<file path="config.mk">
export PLATFORM = sky130hd
export DESIGN_NAME = captura_jogada
export DESIGN_NICKNAME = d
export VERILOG_FILES = /design/src/rtl/captura_jogada_pkg.sv /design/src/rtl/codificador_onehot.sv /design/src/rtl/captura_jogada.sv
export SDC_FILE = /design/constraint.sdc
export NUM_CORES = 1
export LEC_CHECK = 0
export ABC_CLOCK_PERIOD_IN_PS = 6630
export CAP_MARGIN = 20
export CORE_UTILIZATION = 50
export CTS_BUF_LIST = sky130_fd_sc_hd__clkbuf_4
export DETAILED_ROUTE_END_ITERATION = 10
export MAX_ROUTING_LAYER = met4
export PLACE_DENSITY = 0.71
export SLEW_MARGIN = 10
export SYNTH_ARGS = -nofsm -noshare
export SYNTH_HDL_FRONTEND = slang
export SYNTH_SLANG_ARGS = --single-unit
</file>
<file path="constraint.sdc">
create_clock -name clock -period 6.63 [get_ports clock]
set_input_delay 0.9945 -clock clock [delete_from_list [all_inputs] [get_ports clock]]
set_output_delay 0.9945 -clock clock [all_outputs]
set_load 0.02 [all_outputs]
</file>
<file path="src/rtl/captura_jogada_pkg.sv">
// Shared types and width helpers for the move-capture datapath.
package captura_jogada_pkg;

    typedef enum logic [1:0] {
        ESPERA  = 2'd0,
        ESTAVEL = 2'd1,
        AVALIA  = 2'd2,
        SOLTA   = 2'd3
    } estado_t;

    // Index width for an N-entry one-hot vector (never below 1 bit)
    function automatic int calc_idx_w(input int n);
        return (n > 1) ? $clog2(n) : 1;
    endfunction

    // Debounce counter width: must hold the value DEBOUNCE
    function automatic int calc_cnt_w(input int d);
        return (d > 0) ? $clog2(d + 1) : 1;
    endfunction

endpackage

</file>
<file path="src/rtl/codificador_onehot.sv">
// One-hot to binary index encoder with a strict one-hot flag.
module codificador_onehot
    import captura_jogada_pkg::*;
#(
    parameter int N_POS = 9,
    parameter int IDX_W = calc_idx_w(N_POS)
) (
    input  logic [N_POS-1:0] vetor,
    output logic [IDX_W-1:0] idx,
    output logic             is_onehot
);

    logic visto;
    logic multiplo;

    // OR together the indices of set bits; flag whether exactly one bit is set
    always_comb begin
        idx      = '0;
        visto    = 1'b0;
        multiplo = 1'b0;
        for (int i = 0; i < N_POS; i++) begin
            if (vetor[i]) begin
                multiplo = multiplo | visto;
                visto    = 1'b1;
                idx      = idx | IDX_W'(i);
            end
        end
        is_onehot = visto && !multiplo;
    end

endmodule

</file>
<file path="src/rtl/captura_jogada.sv">
// Move capture for ultimate tic-tac-toe: debounce, validate and latch
// macro-board / micro-cell selections, and track cell occupancy.
//
// state   | meaning
// --------+-----------------------------------------------------------
// ESPERA  | idle, waiting for a nonzero button sample while enabled
// ESTAVEL | candidate captured, counting identical samples
// AVALIA  | one cycle: validate candidate, pulse valid/invalid
// SOLTA   | waiting for all buttons released (no re-trigger on hold)
module captura_jogada
    import captura_jogada_pkg::*;
#(
    parameter int N_POS    = 9,
    parameter int DEBOUNCE = 4
) (
    input  logic             clock,
    input  logic             reset,
    input  logic [N_POS-1:0] botoes,
    input  logic             zera,
    input  logic             habilita,
    input  logic             modo,
    input  logic [N_POS-1:0] fechado,
    input  logic             registra,
    output logic             tem_jogada,
    output logic             jogada_valida,
    output logic             jogada_invalida,
    output logic [N_POS-1:0] macro,
    output logic [N_POS-1:0] micro,
    output logic [N_POS-1:0] leds,
    output logic [1:0]       db_estado
);

    localparam int IDX_W = calc_idx_w(N_POS);
    localparam int CNT_W = calc_cnt_w(DEBOUNCE);
    localparam int OCC_W = calc_idx_w(N_POS * N_POS);
    localparam logic [CNT_W-1:0] CNT_FIM = CNT_W'(DEBOUNCE - 1);

    estado_t                estado, estado_prox;
    logic [N_POS-1:0]       b_q;
    logic [N_POS-1:0]       amostra;
    logic [CNT_W-1:0]       cnt;
    logic [N_POS*N_POS-1:0] ocup;
    logic [IDX_W-1:0]       macro_idx, sel_idx;
    logic                   macro_onehot, sel_onehot;
    logic [OCC_W-1:0]       occ_addr;
    logic                   ok;
    logic                   avaliando;

    codificador_onehot #(.N_POS(N_POS), .IDX_W(IDX_W)) u_cod_macro (
        .vetor     (macro),
        .idx       (macro_idx),
        .is_onehot (macro_onehot)
    );

    codificador_onehot #(.N_POS(N_POS), .IDX_W(IDX_W)) u_cod_micro (
        .vetor     (amostra),
        .idx       (sel_idx),
        .is_onehot (sel_onehot)
    );

    // Register the raw buttons; every decision below uses this sample
    always_ff @(posedge clock or posedge reset) begin
        if (reset) b_q <= '0;
        else       b_q <= botoes;
    end

    // State register
    always_ff @(posedge clock or posedge reset) begin
        if (reset) estado <= ESPERA;
        else       estado <= estado_prox;
    end

    // Next state; zera overrides everything and parks in SOLTA until release
    always_comb begin
        estado_prox = estado;
        case (estado)
            ESPERA:  if (habilita && b_q != '0) estado_prox = ESTAVEL;
            ESTAVEL: begin
                if (!habilita || b_q != amostra) estado_prox = ESPERA;
                else if (cnt == CNT_FIM)         estado_prox = AVALIA;
            end
            AVALIA:  estado_prox = SOLTA;
            SOLTA:   if (b_q == '0) estado_prox = ESPERA;
            default: estado_prox = ESPERA;
        endcase
        if (zera) estado_prox = SOLTA;
    end

    // Candidate capture and debounce counter
    always_ff @(posedge clock or posedge reset) begin
        if (reset) begin
            amostra <= '0;
            cnt     <= '0;
        end else if (estado == ESPERA) begin
            amostra <= b_q;
            cnt     <= '0;
        end else if (estado == ESTAVEL) begin
            cnt <= cnt + 1'b1;
        end
    end

    // Move validation against the current (pre-write) occupancy table
    always_comb begin
        occ_addr = OCC_W'(macro_idx) * OCC_W'(N_POS) + OCC_W'(sel_idx);
        if (modo) ok = sel_onehot && macro_onehot && !ocup[occ_addr];
        else      ok = sel_onehot && ((amostra & fechado) == '0);
    end

    assign avaliando       = (estado == AVALIA) && !zera;
    assign jogada_valida   = avaliando && ok;
    assign jogada_invalida = avaliando && !ok;
    assign tem_jogada      = (estado != ESPERA);
    assign leds            = b_q;
    assign db_estado       = estado;

    // Selection latches and occupancy table; zera clears and wins over registra
    always_ff @(posedge clock or posedge reset) begin
        if (reset) begin
            macro <= '0;
            micro <= '0;
            ocup  <= '0;
        end else if (zera) begin
            macro <= '0;
            micro <= '0;
            ocup  <= '0;
        end else begin
            if (jogada_valida) begin
                if (modo) micro <= amostra;
                else      macro <= amostra;
            end
            if (registra) begin
                for (int i = 0; i < N_POS; i++)
                    for (int j = 0; j < N_POS; j++)
                        if (macro[i] && micro[j]) ocup[i*N_POS + j] <= 1'b1;
            end
        end
    end

endmodule

</file>
# == Yosys cells after proc, flatten, opt, wreduce, memory -nomap -nowiden ==
# Index checks and enable logic that the tools add are counted.
# op_classes
add_sub_neg,2
n_mul,1
n_lt_le_gt_ge,1
eq_ne,9
n_mux,150
n_bitwise,15
n_reduce_logical,271
# op_table
op,n
$reduce_bool 2->1,86
$reduce_and 2->1,83
$mux 81,2
$mux 1,119
$logic_and 1x1->1,90
$mux 9,6
$mux 3,10
$logic_not 9->1,2
$mux 2,9
$or 1x1->1,14
$and 9x9->9,1
$ne 9x9->1,1
$reduce_bool 9->1,1
$lt 7x8->1 const B,1
$mux 4,2
$pmux 2 s4,1
$add 7x4->7,1
$bmux 1 s7,1
$mul 4x4->7 const B,1
$logic_not 1->1,6
$ne 3x3->1 const B,2
$eq 2x2->1 const B,2
$ne 4x4->1 const B,1
$add 3x1->3 const B,1
6 further kinds,6
# totals
register_bits,122
input_bits,24
out_inout_bits,32
wordCells,536

# == Longest topological paths before layout ==
# Gate-level depths: netlist (run 1).
# logic_depth
word_depth,24
ltp_mapped,16

# == By module ==
# Synthesis (run 1) repeated with hierarchy kept, for this count alone.
# unflattened
cells_unflattened,558
area_unflattened_um2,5979.5
# by_module_without_submodules
mod,n_inst,cells_per_inst,area_each_um2,seq_area_each_um2
captura_jogada,1,524,5731.7,3052.9
codificador_onehot,2,17,123.9,0.0

# == Least setup slack after synthesis (run 1) ==
# Ideal clock, no wire load.
# synth_path
path_kind,register -> output
startpoint,register macro[4]
endpoint,output port jogada_valida
arrival_time_ps,3898
required_time_ps,5635
slack_ps,1737
stages_incl_launch_ff,14
path_buffers,1
path_cell_list,dfrtp_1 -> nor4_1 -> inv_1 -> ha_1 -> inv_1 -> fa_1 -> nand2b_1 -> a21oi_1 -> xor2_1 -> mux2_2 -> and3_4 -> o31a_1 -> buf_2 -> nor3b_1
# synth_via
elab_chain_len,15
# synth_rtl
item,line_no,text
"start, declared",captura_jogada.sv:27,"output logic [N_POS-1:0] macro,"
"start signal, assigned",captura_jogada.sv:129,else macro <= amostra;
branches (longest 12 deep; another with $mul 4x4->7),-,
$logic_and 1x1->1 *,captura_jogada.sv:105,if (modo) ok = sel_onehot && macro_onehot && !ocup[occ_addr];
$mux 1 *,captura_jogada.sv:105,
$logic_and 1x1->1 *,captura_jogada.sv:110,assign jogada_valida = avaliando && ok;
"end, declared",captura_jogada.sv:25,"output logic jogada_valida,"
# Mark *: on every way between the ends. The select of a mux whose other input is x is not followed.

# == Worst setup path after layout (run 1) ==
# layout_path
startpoint,register amostra[7]
endpoint,output port jogada_valida
# layout_via
elab_chain_len,9
# layout_rtl
item,line_no,text
"start, declared",captura_jogada.sv:40,logic [N_POS-1:0] amostra;
"start signal, assigned",captura_jogada.sv:95,amostra <= b_q;
$mux 3 / $mux 1 (equally long branches),codificador_onehot.sv:22,if (vetor[i]) begin
$mux 4 / $or 1x1->1 (equally long branches),"codificador_onehot.sv:22, codificador_onehot.sv:23",
$add 7x4->7 / $mux 1 (equally long branches),"captura_jogada.sv:104, codificador_onehot.sv:22",
$bmux 1 s7 / $logic_not 1->1 (equally long branches),"captura_jogada.sv:105, codificador_onehot.sv:28",
$mux 1 (not written as such) / $logic_and 1x1->1 (equally long branches),"captura_jogada.sv:105, codificador_onehot.sv:28",
$logic_not 1->1 / $logic_and 1x1->1 (equally long branches),captura_jogada.sv:105,
$logic_and 1x1->1,captura_jogada.sv:105,
$mux 1 *,captura_jogada.sv:105,
$logic_and 1x1->1 *,captura_jogada.sv:110,
# Mark *: on every way between the ends. The rest lies on a longest branch, timed or not. The select of a mux whose other input is x is not followed.

==> impl_metrics.env, run 1 <==
export IMPL_outcome="finished clean"
export IMPL_grt_usage=0.279
export IMPL_crit_arrival_ns=5.33
export IMPL_overflow=0
export IMPL_num_rows=39
export IMPL_crit_path_max_fanout=12
export IMPL_cts_tree="yes"
export IMPL_ir_drop_mv=0.160
export IMPL_leakage_nw=2.92
export IMPL_critical_path_top_delay_family="adder cells"
export IMPL_drive_gt1_frac=0.114
export IMPL_via_per_inst=6.18
export IMPL_gp_congestion=0.918
export IMPL_slew_viol_final=0
export IMPL_cts_buffers=17
export IMPL_yosys_warnings=0
export IMPL_tightest_slew_ns=1.05
export IMPL_final_cell_mix="dfrtp_1 (122), nor2_1 (94), a21oi_1 (92)"
export IMPL_synth_edff_count=0
export IMPL_die_h_um=111
export IMPL_first_global_vias=4705
export IMPL_synth_area_um2=5920
export IMPL_grt_start_max_net_pins=88
export IMPL_first_iter_violations=491
export IMPL_setup_viol=0
export IMPL_cts_hold_buf=0
export IMPL_fin_skew_ns=0.0176
export IMPL_postSynthAreaPerCell_um2=10.1
export IMPL_ios=56
export IMPL_drc=0
export IMPL_synth_nets=623
export IMPL_port_buffers=55
export IMPL_start_util=0.516
export IMPL_routed_wl_um=15800
export IMPL_max_stage_delay_ns=0.89
export IMPL_insertedDiodeCount=0
export IMPL_vias=4776
export IMPL_worstRegToRegCells=13
export IMPL_clock_tree_buffer_depth=2
export IMPL_worstSetupPathType="reg -> out"
export IMPL_grt_pass1_wl_um=25300
export IMPL_fin_total_pwr_mw=1.45
export IMPL_drv_cap=0
export IMPL_post_place_ws_ns=0.939
export IMPL_clock_sinks=122
export IMPL_worstSkewPairLatency_ns=0.55
export IMPL_critPathSlowestCell="fa_1"
export IMPL_endpoint_kind="primary output"
export IMPL_yosysUniqueCellTypes=44
export IMPL_r2r_setup_slack_ns=2.16
export IMPL_layout_commonest_cell="dfrtp_1"
export IMPL_r2r_end="micro[0]$_DFFE_PP0P_"
export IMPL_cts_max_level=4
export IMPL_place_hpwl_um=10400
export IMPL_worst_path_stages=14
export IMPL_hold_path_class="reg -> reg"
export IMPL_r2r_start="amostra[7]$_DFFE_PP0P_"
export IMPL_die_x_um=111
export IMPL_core_um2=11500
export IMPL_hold_violations=0
export IMPL_fin_setup_tns_ns=0
export IMPL_path_buf_inv=3
export IMPL_async_flop_share=1.00
export IMPL_die_area_um2=12300
export IMPL_fmax_ghz=0.158
export IMPL_slew_headroom=0.295
export IMPL_clk_pin_slew_ns=0.11
export IMPL_ys_ff_latch=122
export IMPL_crit_path_end="jogada_valida"
export IMPL_min_period_ns=6.32
export IMPL_start_kind="flop"
export IMPL_synth_cells=585
export IMPL_cpMostUsedCell="ha_1"
export IMPL_final_nets=655
export IMPL_routedWlPerCell_um=20.4
export IMPL_antenna_found_initial=0
export IMPL_rsz0062_at_grt="no"
export IMPL_ys_seq_area_frac=0.516
export IMPL_required_ns=5.64
export IMPL_first_pass_iters=6
export IMPL_postCtsSetupBuffers=0
export IMPL_critPathLaunch="amostra[7]$_DFFE_PP0P_"
export IMPL_area_growth_pct=15.1
export IMPL_finalCritPeriodShare=0.953
export IMPL_fin_ws_ns=0.310
export IMPL_root_buffer="clkbuf_4"
export IMPL_crit_chain="nor2_1 -> nand2_1 -> ha_1 -> ha_1 -> inv_1 -> fa_1 -> clkinv_1 -> nand3_1 -> nand4_1 -> mux2_2 -> and3_4 -> o31a_1 -> nor3b_1 -> clkdlybuf4s50_1"
export IMPL_dominantRegCellSynth="dfrtp_1"
export IMPL_powerDensity_nw_per_um2=212
export IMPL_postRouteAntennaNets=0
==> registers in the layout, indices dropped and copies added (netlist names) <==
register	flops
ocup	81
amostra	9
leds	9
micro	9
cnt	3
db_estado	2
macro	9
==> kinds of logic (layout without fill, tap and decap cells) <==
| group | after synthesis | in the layout | synth area share |
|---|---|---|---|
| and+or+nand+nor | 184 | 184 | 0.143 |
| AOI/OAI and AO/OA | 136 | 136 | 0.133 |
| DFF | 122 | 122 | 0.516 |
| buffers and inverters | 79 | 124 | 0.0524 |
| muxes | 32 | 32 | 0.0985 |
| xor gates and xnor gates | 17 | 17 | 0.0251 |
| adders and majority gates | 15 | 15 | 0.0325 |
==> timing repair <==
item,in CTS,in global routing
gates resized for setup,0,1
hold endpoints to repair,0,0
setup endpoints to repair,0,1
==> synthesized netlist by cell type (2+ instances only) <==
library cell	n	area share
a21oi_1	92	0.078
a221oi_1	2	0.0030
a22oi_1	3	0.0038
and2_1	9	0.0095
buf_1	2	0.0013
buf_2	5	0.0042
clkbuf_1	40	0.025
dfrtp_1	122	0.52
ha_1	13	0.027
inv_1	30	0.019
mux2_2	10	0.019
mux2i_1	2	0.0034
mux4_2	20	0.076
nand2_1	9	0.0057
nand2b_1	2	0.0021
nand3_1	42	0.035
nand4_1	12	0.013
nor2_1	94	0.060
nor2b_1	2	0.0021
nor3_1	3	0.0025
nor4_1	6	0.0063
o21ai_0	9	0.0076
o22ai_1	18	0.019
o311ai_0	2	0.0030
o31a_1	2	0.0030
xnor2_1	13	0.019
xor2_1	4	0.0059
==> through the flow <==
step           std cells  utilization  instance area [µm²]  hold WS (ns)
2_1_floorplan        585            -                 5920         0.450
6_report             773        0.594                 6820         0.502
4_1_cts              772        0.591                 6780         0.505
3_3_place_gp         740        0.566                 6490         0.464
5_1_grt              773        0.594                 6820         0.527
3_5_place_dp         740        0.566                 6490         0.482
==> per-layer routing <==
layer,GRT usage,share of wire,up-vias
li1,-,-,2126
met2,0.414,0.47,249
met5,-,0,-
met4,0.120,0.026,0
met1,0.367,0.42,2365
met3,0.0705,0.084,36
==> final cells by class <==
type	count	area, µm²
clock inverter	14	155
sequential	122	3050
tap	143	179
clock buffer	18	135
inverter	31	119
fill	944	4650
multi-input combinational	384	2560
timing repair buffer	61	611
==> worst min-delay path by stage <==
stage,from,end,slack (ns),cells after the start
finish,cnt[2]$_DFFE_PP0P_,cnt[2]$_DFFE_PP0P_,0.50,2
global route,cnt[2]$_DFFE_PP0P_,cnt[2]$_DFFE_PP0P_,0.53,2
global placement,cnt[2]$_DFFE_PP0P_,cnt[2]$_DFFE_PP0P_,0.46,2
floorplan,cnt[2]$_DFFE_PP0P_,cnt[2]$_DFFE_PP0P_,0.45,2
CTS,ocup[38]$_DFFE_PP0P_,ocup[38]$_DFFE_PP0P_,0.51,2
detailed placement,ocup[42]$_DFFE_PP0P_,ocup[42]$_DFFE_PP0P_,0.48,2
==> where the power goes <==
part           internal (mW)  switching, mW  leakage, nW
combinational         0.0558         0.0839         1.11
sequential             0.751         0.0141         1.67
clock                  0.259          0.281        0.146
total                   1.07          0.379         2.92
==> worst reg2reg max path, stage by stage (launching register included) <==
cell and delay [ns]:
dfrtp_1 0.51, nor2_1 0.31, nand2_1 0.12, ha_1 0.30
ha_1 0.16, inv_1 0.06, fa_1 0.89, clkinv_1 0.45
nand3_1 0.17, nand4_1 0.13, mux2_2 0.29, and3_4 0.19
o41ai_4 0.58, o22ai_1 0.16
No activity file was read; power rests on OpenSTA's default activity.
==> run 2: changes to the inputs <==
--- a/config.mk
+++ b/config.mk
@@ -16,3 +16,4 @@
 export SYNTH_ARGS = -nofsm -noshare
 export SYNTH_HDL_FRONTEND = slang
 export SYNTH_SLANG_ARGS = --single-unit
+export TNS_END_PERCENT = 1
==> results of run 2 <==
Final layout, timing and power as in run 1 (identical DEF).
==> run 3: changes to the inputs <==
--- a/config.mk
+++ b/config.mk
@@ -12,7 +12,6 @@
 export DETAILED_ROUTE_END_ITERATION = 10
 export MAX_ROUTING_LAYER = met4
 export PLACE_DENSITY = 0.71
-export SLEW_MARGIN = 10
 export SYNTH_ARGS = -nofsm -noshare
 export SYNTH_HDL_FRONTEND = slang
 export SYNTH_SLANG_ARGS = --single-unit
==> impl_metrics.env, run 3 (same netlist as run 1, synthesis figures left out) <==
export IMPL_outcome="finished clean"
export IMPL_worst_path_stages=14
export IMPL_final_cell_mix="dfrtp_1 (122), nor2_1 (94), a21oi_1 (92)"
export IMPL_postCtsSetupBuffers=0
export IMPL_grt_pass1_wl_um=25300
export IMPL_core_um2=11500
export IMPL_worstSkewPairLatency_ns=0.55
export IMPL_antenna_found_initial=0
export IMPL_hold_path_class="reg -> reg"
export IMPL_drive_gt1_frac=0.116
export IMPL_die_h_um=111
export IMPL_overflow=0
export IMPL_area_growth_pct=15.2
export IMPL_drc=0
export IMPL_fin_skew_ns=0.0179
export IMPL_routedWlPerCell_um=20.3
export IMPL_rsz0062_at_grt="no"
export IMPL_first_global_vias=4705
export IMPL_start_kind="flop"
export IMPL_final_nets=655
export IMPL_fmax_ghz=0.160
export IMPL_max_stage_delay_ns=0.90
export IMPL_postRouteAntennaNets=0
export IMPL_crit_path_max_fanout=12
export IMPL_critical_path_top_delay_family="adder cells"
export IMPL_cts_max_level=4
export IMPL_worstRegToRegCells=13
export IMPL_dpl_cell_area_um2=6490
export IMPL_cts_tree="yes"
export IMPL_dp_cells=740
export IMPL_port_buffers=55
export IMPL_fin_setup_tns_ns=0
export IMPL_slew_viol_final=0
export IMPL_die_area_um2=12300
export IMPL_grt_usage=0.279
export IMPL_crit_chain="nor2_1 -> nand2_1 -> ha_1 -> ha_1 -> inv_1 -> fa_1 -> clkinvlp_4 -> nand3_1 -> nand4_1 -> mux2_2 -> and3_4 -> o31a_1 -> nor3b_1 -> clkdlybuf4s50_1"
export IMPL_via_per_inst=6.20
export IMPL_largest_register_ffs=81
export IMPL_first_pass_iters=5
export IMPL_endpoint_kind="primary output"
export IMPL_cts_buffers=17
export IMPL_cpMostUsedCell="ha_1"
export IMPL_clock_tree_buffer_depth=2
export IMPL_start_util=0.516
export IMPL_fin_cells=773
export IMPL_ios=56
export IMPL_stdcell_area_um2=6820
export IMPL_required_ns=5.64
export IMPL_hold_slack_ns=0.502
export IMPL_num_rows=39
export IMPL_powerDensity_nw_per_um2=212
export IMPL_clock_sinks=122
export IMPL_layout_commonest_cell="dfrtp_1"
export IMPL_worstSetupPathType="reg -> out"
export IMPL_r2r_start="amostra[7]$_DFFE_PP0P_"
export IMPL_hold_violations=0
export IMPL_drv_cap=0
export IMPL_place_hpwl_um=10400
export IMPL_insertedDiodeCount=0
export IMPL_clk_pin_slew_ns=0.11
export IMPL_crit_arrival_ns=5.27
export IMPL_fin_total_pwr_mw=1.45
export IMPL_leakage_nw=2.92
export IMPL_ir_drop_mv=0.161
export IMPL_r2r_end="micro[0]$_DFFE_PP0P_"
export IMPL_setup_viol=0
export IMPL_post_place_ws_ns=0.939
export IMPL_fin_ws_ns=0.367
export IMPL_crit_path_end="jogada_valida"
export IMPL_critPathLaunch="amostra[7]$_DFFE_PP0P_"
export IMPL_first_iter_violations=458
export IMPL_final_core_util=0.595
export IMPL_root_buffer="clkbuf_4"
export IMPL_min_period_ns=6.26
export IMPL_gp_congestion=0.918
export IMPL_grt_start_max_net_pins=88
export IMPL_critPathSlowestCell="fa_1"
export IMPL_die_x_um=111
export IMPL_finalCritPeriodShare=0.945
export IMPL_vias=4794
export IMPL_path_buf_inv=3
export IMPL_routed_wl_um=15700
export IMPL_r2r_setup_slack_ns=2.20
export IMPL_largest_register="ocup"
export IMPL_slew_headroom=0.298
export IMPL_tightest_slew_ns=1.04
## run 3: changes by cell type in the layout (fill, tap and decap cells not counted), sizes merged
cell      change
clkinvlp      +1
clkinv        -1
## run 3: final cells by class
cell class	instances	area, µm²
timing repair buffer	61	611
clock buffer	18	135
multi-input combinational	384	2560
sequential	122	3050
inverter	31	123
fill	943	4650
clock inverter	14	155
tap	143	179
## run 3: repair_timing
action,4_1_cts,5_1_grt
resized for setup,0,2
endpoints found under the setup margin,0,1
hold buffers,0,0
## run 3: how the worst min path moves through the flow
stage / startpoint / to / slack (ns) / cells after the start
floorplan: cnt[2]$_DFFE_PP0P_ / cnt[2]$_DFFE_PP0P_ / 0.45 / 2
global placement: cnt[2]$_DFFE_PP0P_ / cnt[2]$_DFFE_PP0P_ / 0.46 / 2
detailed placement: ocup[42]$_DFFE_PP0P_ / ocup[42]$_DFFE_PP0P_ / 0.48 / 2
CTS: ocup[38]$_DFFE_PP0P_ / ocup[38]$_DFFE_PP0P_ / 0.51 / 2
global route: cnt[2]$_DFFE_PP0P_ / cnt[2]$_DFFE_PP0P_ / 0.53 / 2
finish: cnt[2]$_DFFE_PP0P_ / cnt[2]$_DFFE_PP0P_ / 0.50 / 2
## run 3: metal layers
layer / global-route usage / vias to the layer above / routed length (µm)
met4: 0.120 / 0 / 367
met5: - / - / 0
met2: 0.414 / 237 / 7470
met1: 0.367 / 2399 / 6630
li1: - / 2127 / -
met3: 0.0705 / 31 / 1260
## run 3: power by group
group	leakage (nW)	switching (mW)	internal (mW)
logic	1.10	0.0840	0.0560
clock network	0.146	0.281	0.259
registers	1.67	0.0141	0.751
total	2.92	0.379	1.07
## run 3: worst register-to-register path, cell delays in order (launching register included)
cell	delay (ns)
dfrtp_1	0.51
nor2_1	0.32
nand2_1	0.13
ha_1	0.30
ha_1	0.16
inv_1	0.06
fa_1	0.90
clkinvlp_4	0.41
nand3_1	0.15
nand4_1	0.13
mux2_2	0.29
and3_4	0.19
o41ai_4	0.59
o22ai_1	0.16
